File: src/rtl/itram_arbiter_pkg.sv
// Shared definitions for the instruction RAM arbiter.
package itram_arbiter_pkg;

  localparam int unsigned INSTR_W = 32;

  localparam logic TRUE  = 1'b1;
  localparam logic FALSE = 1'b0;

  // Fetch sequencer states: no read pending, read in flight, instruction held for stall
  typedef enum logic [1:0] {
    IDLE = 2'd0,
    RD   = 2'd1,
    HOLD = 2'd2
  } state_e;

endpackage : itram_arbiter_pkg

File: src/rtl/itram_arbiter.sv
// Shares the single-port instruction RAM between the fetch path and the program loader,
// sequences fetch reads and holds/discards returned instructions on stall/flush.
module itram_arbiter
  import itram_arbiter_pkg::*;
#(
  parameter int unsigned XLEN         = 32,
  parameter int unsigned ADDR_W       = 16,
  parameter int unsigned LD_MAX_BURST = 8
) (
  input  logic               clk,
  input  logic               rst,
  input  logic               fetch_req,
  input  logic [XLEN-1:0]    fetch_addr,
  output logic               fetch_gnt,
  output logic               fetch_valid,
  output logic [INSTR_W-1:0] fetch_data,
  input  logic               fetch_stall,
  input  logic               flush_flag,
  output logic               misalign_err,
  input  logic               ld_req,
  input  logic [ADDR_W-1:0]  ld_addr,
  input  logic [INSTR_W-1:0] ld_data,
  output logic               ld_gnt,
  output logic               ram_en,
  output logic               ram_we,
  output logic [ADDR_W-1:0]  ram_addr,
  output logic [INSTR_W-1:0] ram_wdata,
  input  logic [INSTR_W-1:0] ram_rdata
);

  localparam int unsigned CNT_W = $clog2(LD_MAX_BURST + 1);
  localparam logic [CNT_W-1:0] BURST_MAX = CNT_W'(LD_MAX_BURST);

  state_e               state_q, state_d;
  logic [CNT_W-1:0]     burst_cnt_q, burst_cnt_d;
  logic                 fetch_valid_d;
  logic [INSTR_W-1:0]   fetch_data_d;
  logic                 misalign_d;
  logic                 aligned;
  logic                 fetch_elig;
  logic                 unused_addr_hi;

  // RAM only sees the low address bits of the fetch address
  assign unused_addr_hi = ^fetch_addr[XLEN-1:ADDR_W];

  // FSM state and loader burst counter
  always_ff @(posedge clk or negedge rst) begin
    if (!rst) begin
      state_q     <= IDLE;
      burst_cnt_q <= '0;
    end else begin
      state_q     <= state_d;
      burst_cnt_q <= burst_cnt_d;
    end
  end

  // Returned instruction register and misalignment pulse
  always_ff @(posedge clk or negedge rst) begin
    if (!rst) begin
      fetch_valid  <= FALSE;
      fetch_data   <= '0;
      misalign_err <= FALSE;
    end else begin
      fetch_valid  <= fetch_valid_d;
      fetch_data   <= fetch_data_d;
      misalign_err <= misalign_d;
    end
  end

  // Arbitration, RAM port drive, burst accounting and next-state
  always_comb begin
    state_d       = state_q;
    burst_cnt_d   = burst_cnt_q;
    fetch_valid_d = fetch_valid;
    fetch_data_d  = fetch_data;
    fetch_gnt     = FALSE;
    ld_gnt        = FALSE;
    ram_en        = FALSE;
    ram_we        = FALSE;
    ram_addr      = '0;
    ram_wdata     = '0;

    aligned    = (fetch_addr[1:0] == 2'b00);
    misalign_d = fetch_req && !aligned;

    // A held instruction blocks new reads only while the stall persists; the cycle the
    // stall releases may already issue the next read.
    fetch_elig = fetch_req && aligned && !flush_flag &&
                 !((state_q == RD || state_q == HOLD) && fetch_stall);

    if (ld_req && !(fetch_elig && burst_cnt_q == BURST_MAX)) begin
      ld_gnt    = TRUE;
      ram_en    = TRUE;
      ram_we    = TRUE;
      ram_addr  = ld_addr;
      ram_wdata = ld_data;
    end else if (fetch_elig) begin
      fetch_gnt = TRUE;
      ram_en    = TRUE;
      ram_addr  = fetch_addr[ADDR_W-1:0];
    end

    if (fetch_gnt || !fetch_elig) begin
      burst_cnt_d = '0;
    end else if (ld_gnt && burst_cnt_q != BURST_MAX) begin
      burst_cnt_d = burst_cnt_q + CNT_W'(1);
    end

    case (state_q)
      IDLE: begin
        fetch_valid_d = FALSE;
        if (fetch_gnt) state_d = RD;
      end
      RD: begin
        if (flush_flag) begin
          fetch_valid_d = FALSE;
          state_d       = fetch_gnt ? RD : IDLE;
        end else begin
          fetch_valid_d = TRUE;
          fetch_data_d  = ram_rdata;
          if (fetch_stall) state_d = HOLD;
          else             state_d = fetch_gnt ? RD : IDLE;
        end
      end
      HOLD: begin
        if (flush_flag) begin
          fetch_valid_d = FALSE;
          state_d       = IDLE;
        end else if (!fetch_stall) begin
          fetch_valid_d = FALSE;
          state_d       = fetch_gnt ? RD : IDLE;
        end
      end
      default: begin
        fetch_valid_d = FALSE;
        state_d       = IDLE;
      end
    endcase
  end

endmodule : itram_arbiter

File: config.mk
export PLATFORM = sky130hd
export DESIGN_NAME = itram_arbiter
export DESIGN_NICKNAME = d
export VERILOG_FILES = /design/src/rtl/itram_arbiter_pkg.sv /design/src/rtl/itram_arbiter.sv
export SDC_FILE = /design/constraint.sdc
export NUM_CORES = 1
export LEC_CHECK = 0
export ABC_AREA = 1
export CORE_MARGIN = 2
export CORE_UTILIZATION = 31
export DETAILED_ROUTE_END_ITERATION = 12
export GPL_TIMING_DRIVEN = 0
export PLACE_DENSITY = 0.82
export SYNTH_ARGS = -nofsm -noshare
export SYNTH_HDL_FRONTEND = slang
export SYNTH_SLANG_ARGS = --single-unit
export TNS_END_PERCENT = 1
File: constraint.sdc
create_clock -name clk -period 2.1 [get_ports clk]
set_clock_uncertainty 0.05 [all_clocks]
set_input_delay 0.21 -clock clk [delete_from_list [all_inputs] [get_ports clk]]
set_output_delay 0.21 -clock clk [all_outputs]
set_load 0.01 [all_outputs]
### Word level (Yosys, flattened, before mapping)

Cells that the tools add are included.
W data, S select, Z words.

* register bits: 40

* bitwise gates (word level): 1
* add/sub/neg operators: 1
* equal/unequal tests: 6
* multiplexer cells: 20
* reductions and logical operators: 20

Operator list (number)
* $mux W16: 2
* $mux W32: 1
* $mux W2: 5
* $logic_and A1 B1 Y1: 8
* $mux W1: 8
* $mux W4: 2
* $pmux W2 S3: 1
* $logic_not A1 Y1: 5
* $add A4 B1 Y4 const B: 1
* $eq A4 B4 Y1 const B: 1
* $logic_not A2 Y1: 2
* $ne A4 B4 Y1 const B: 1
* $reduce_and A2 Y1: 2
* $ne A3 B3 Y1 const B: 1
* $eq A2 B1 Y1 const B: 1
* $eq A2 B2 Y1 const B: 1
* $logic_or A1 B1 Y1: 2
* $ne A2 B2 Y1 const B: 1
* $pmux W1 S2: 1
* $reduce_bool A2 Y1: 1
* $not A1 Y1: 1

### Logic depth before layout (Yosys ltp)

* depth in word-level cells: 13
* depth in mapped cells: 11

### Least setup slack after synthesis

Ideal clock, no wire load.

* path kind: flip-flop to output port
* start point: register state_q[0]
* end point: output ram_we
* path buffers: 2
* required time: 1.840 ns
* arrival: 1.426 ns
* slack: 0.414 ns
* stages on the path, launching flop included: 11
* cell sequence: dfrtp_1 -> inv_1 -> ha_1 -> nand2_1 -> nand2_1 -> nor2_4 -> nand2_2 -> nand2_4 -> inv_4 -> buf_6 -> buf_4

* word-level cells in the longest chain between the ends: 9

Ends and longest elaborated chain
* from (decl): RTL line itram_arbiter.sv:34 `state_e state_q, state_d;`
* from (signal assigned): RTL line itram_arbiter.sv:52 `state_q <= state_d;`
* $eq A2 B1 Y1 / $eq A2 B2 Y1 (equally long branches): RTL line itram_arbiter.sv:89 `!((state_q == RD || state_q == HOLD) && fetch_stall);`
* $logic_or A1 B1 Y1 (*): RTL line itram_arbiter.sv:89
* $logic_and A1 B1 Y1 (*): RTL line itram_arbiter.sv:89
* $logic_not A1 Y1 (*): RTL line itram_arbiter.sv:89
* $logic_and A1 B1 Y1 (*): RTL line itram_arbiter.sv:88 `fetch_elig = fetch_req && aligned && !flush_flag &&`
* $logic_and A1 B1 Y1 (*): RTL line itram_arbiter.sv:91 `if (ld_req && !(fetch_elig && burst_cnt_q == BURST_MAX)) begin`
* $logic_not A1 Y1 (*): RTL line itram_arbiter.sv:91
* $logic_and A1 B1 Y1 (*): RTL line itram_arbiter.sv:91
* $mux W1 (*)
* to (decl): RTL line itram_arbiter.sv:25 `output logic ram_we,`

Every way passes the cells marked *; elsewhere a longest branch is shown, timed or not.

### Worst setup path after layout

* start point: register state_q[1]
* end point: output ram_addr[6]

* word-level cells in the longest chain between the ends: 9

Ends and longest elaborated chain
* $eq A2 B1 Y1 / $eq A2 B2 Y1 (equally long branches): RTL line itram_arbiter.sv:89
* $logic_or A1 B1 Y1 (*): RTL line itram_arbiter.sv:89
* $logic_and A1 B1 Y1 (*): RTL line itram_arbiter.sv:89
* $logic_not A1 Y1 (*): RTL line itram_arbiter.sv:89
* $logic_and A1 B1 Y1 (*): RTL line itram_arbiter.sv:88
* $logic_and A1 B1 Y1: RTL line itram_arbiter.sv:91
* $logic_not A1 Y1: RTL line itram_arbiter.sv:91
* $logic_and A1 B1 Y1: RTL line itram_arbiter.sv:91
* $mux W16 (*): RTL line itram_arbiter.sv:91
* to (decl): RTL line itram_arbiter.sv:26 `output logic [ADDR_W-1:0] ram_addr,`

Marked as above.

==> results.json <==
{
  "outcome": "complete, but fails checks",
  "violations": "hold timing, setup timing",
  "clockRootBuffer": "clkbuf_8",
  "finalSetupViolCount": 12,
  "cp.arrival_ns": 1.87,
  "critPathCaptureType": "primary output",
  "cts_buffers": 5,
  "whs_ns": -0.02392,
  "startpoint_type": "flop",
  "syn-num-nets": 436,
  "p_seq_frac": 0.366,
  "antenna_found_initial": 0,
  "yosys.cell_types.count": 23,
  "hold_buffers": 0,
  "detail-route-antenna-nets": 0,
  "drc_errors": 0,
  "period_minus_slack_ns": 2.131,
  "wl_per_cell_um": 12.72,
  "vias": 2523,
  "hold_viol": 40,
  "report.final.slew_viol_count": 0,
  "pre_cts_ws_ns": -0.2209,
  "setup_slack_ns": -0.03082,
  "clkLatencyLatePin_ns": 0.29,
  "drt_iter0_drc": 82,
  "vdd_drop_max_uv": 532.3,
  "core_area_mm2": 0.006794,
  "cp_max_fo": 8,
  "grt_pass1_wl_um": 11460,
  "switching_share": 0.3343,
  "grt_setup_unrepaired": "yes",
  "ys_warn_count": 0,
  "grt_pass1_vias": 2494,
  "clkSinkCount": 40,
  "period_share": 1.015,
  "maxCapViolCount": 0,
  "gp_congestion": 0.7662,
  "dieHeight_um": 87.90,
  "routed_via_density": 4.089,
  "ys_seq_elements": 40,
  "clock_power_share": 0.157,
  "num_rows": 30,
  "power_leakage_nw": 2.274,
  "firstDrtPassIters": 4,
  "max_freq_mhz": 469.3,
  "min_path_type": "in2async",
  "n_antenna_cell": 0,
  "syn_area_mm2": 0.002182,
  "cts.clk_slew.worst_paths_ns": 0.07,
  "area_growth_pct": 96.16,
  "fp.dieW_um": 87.90,
  "cts_tree": "done",
  "port_buffers": 187,
  "power_switching_mw": 1.133,
  "ys_seq_area_frac": 0.4587,
  "h-tree-depth": 2,
  "die_area_mm2": 0.007726,
  "internal_power_mw": 2.257,
  "grt_usage": 0.1898,
  "hpwlAfterDp_um": 5988,
  "netlist_instances": 312,
  "comb_power_share": 0.478,
  "initial_utilization": 0.3212,
  "drive_gt1_frac": 0.1804,
  "slew_headroom": 0.4247,
  "nets": 644,
  "worstSetupPathType": "reg2out",
  "clock_path_buffers": 2,
  "cp.required_ns": 1.84,
  "drt-total-wl_um": 7850,
  "worstMarginPinSlew_ns": 0.8629,
  "overflow": 0,
  "boundaryPins": 204,
  "avgSynthCellArea_um2": 6.994,
  "grt_max_degree": 41,
  "power_density_mw_per_mm2": 791.9
}
==> flip-flops by register name (all words and copies together), names as in the netlist <==
register      cells
state_q           2
fetch_data       32
burst_cnt_q       4
fetch_valid       1
misalign_err      1
==> path summary, 6_finish.rpt <==
kind	startpoint	cells after the start	slack [ns]	end
worst min register to register	fetch_data[21]	2	0.42	fetch_data[21]
min in group clk	ram_rdata[11]	3	0.40	fetch_data[11]
max in group asynchronous	rst	1	1.48	burst_cnt_q[1]
worst max register to register	state_q[0]	8	0.38	fetch_data[3]
worst min-delay path	rst	1	-0.02	fetch_data[5]
worst max-delay path	state_q[1]	12	-0.03	ram_addr[6]
==> worst max-delay path, stage by stage (launching register included) <==
cell,delay (ns)
dfrtp_1,0.40
inv_2,0.09
ha_4,0.21
nand2_4,0.08
nand2_4,0.06
nor2_4,0.11
nand2_4,0.09
nand2_8,0.10
inv_6,0.06
buf_8,0.13
nand2_1,0.05
nand2_1,0.07
buf_6,0.13
==> layout by cell type, fill, tap and decap left out, types with 6 or more instances in the layout <==
master / synthesis / final
buf_4: 1 / 12
inv_1: 47 / 45
nor2_1: 40 / 39
buf_2: 5 / 21
clkbuf_8: 0 / 6
clkdlybuf4s50_1: 0 / 135
nand2_1: 148 / 146
clkbuf_2: 0 / 22
dfrtp_1: 40 / 40
buf_6: 2 / 11
==> Yosys cell counts <==
master,count,area share
nand2_1,148,0.25
inv_1,47,0.081
dfrtp_1,40,0.46
nor2_1,40,0.069
ha_1,6,0.034
buf_2,5,0.011
clkbuf_1,4,0.0069
nand3_1,4,0.0092
buf_6,2,0.010
nor2_4,2,0.010
o21ai_0,2,0.0046
a21oi_4,1,0.0075
buf_4,1,0.0034
inv_4,1,0.0029
mux2_2,1,0.0052
nand2_2,1,0.0029
nand2_4,1,0.0052
nand3_2,1,0.0046
nor2_2,1,0.0029
o2111ai_1,1,0.0040
o21bai_1,1,0.0034
xnor2_1,1,0.0040
xor2_1,1,0.0040
==> power by group through the flow <==
stage               combinational (mW)  sequential [mW]  clock (mW)
detailed placement                1.58             1.25           0
finish                            1.62             1.24       0.531
global placement                  1.54             1.24           0
CTS                               1.61             1.24       0.545
global route                      1.77             1.28       0.588
floorplan                        0.435             1.38           0
==> what timing repair did <==
item	in CTS	in global routing
buffers inserted	7	4
setup endpoints to repair	52	46
resized for setup	126	76
pin swaps	3	6
cloned	0	3
==> cell type report <==
cell class	instances	area, um^2
sequential	40	1001
buffer	12	96.34
clock buffer	7	86.33
inverter	48	185.2
fill	593	2514
clock inverter	1	7.507
multi-input combinational	213	991.0
timing repair buffer	200	1793
tap	96	120.1
==> logic make-up (layout without fill, tap and decap cells) <==
kind of cell | after synthesis | in the layout | share of synthesized area
and+or+nand+nor | 198 | 199 | 0.3584
buffers and inverters | 60 | 268 | 0.1158
DFF | 40 | 40 | 0.4587
adders and majority gates | 6 | 6 | 0.03440
AOI/OAI and AO/OA | 5 | 5 | 0.01950
xor gates and xnor gates | 2 | 2 | 0.008029
muxes | 1 | 1 | 0.005160
==> routing by layer <==
layer / part of all wire / track usage / wire [um] / vias up
met2: 0.52 / 0.3437 / 4063 / 99
met4: 0.011 / 0.05035 / 86 / 0
met1: 0.38 / 0.2146 / 3014 / 1097
met3: 0.087 / 0.06126 / 686 / 10
li1: - / - / - / 1317
met5: 0 / 0 / 0 / -
==> through the flow <==
step,power (mW),utilization,cell area [um^2],std cells,TNS (ns)
detailed placement,2.827,0.6136,4169,595,-7.029
global placement,2.788,0.6144,4174,595,-13.02
finish,3.390,0.6300,4280,617,-0.2338
floorplan,1.812,-,2182,312,0
CTS,3.402,0.6285,4270,610,-2.261
global route,3.638,0.6300,4280,617,-1.198
Note: power is estimated with default switching activity, not from simulation.
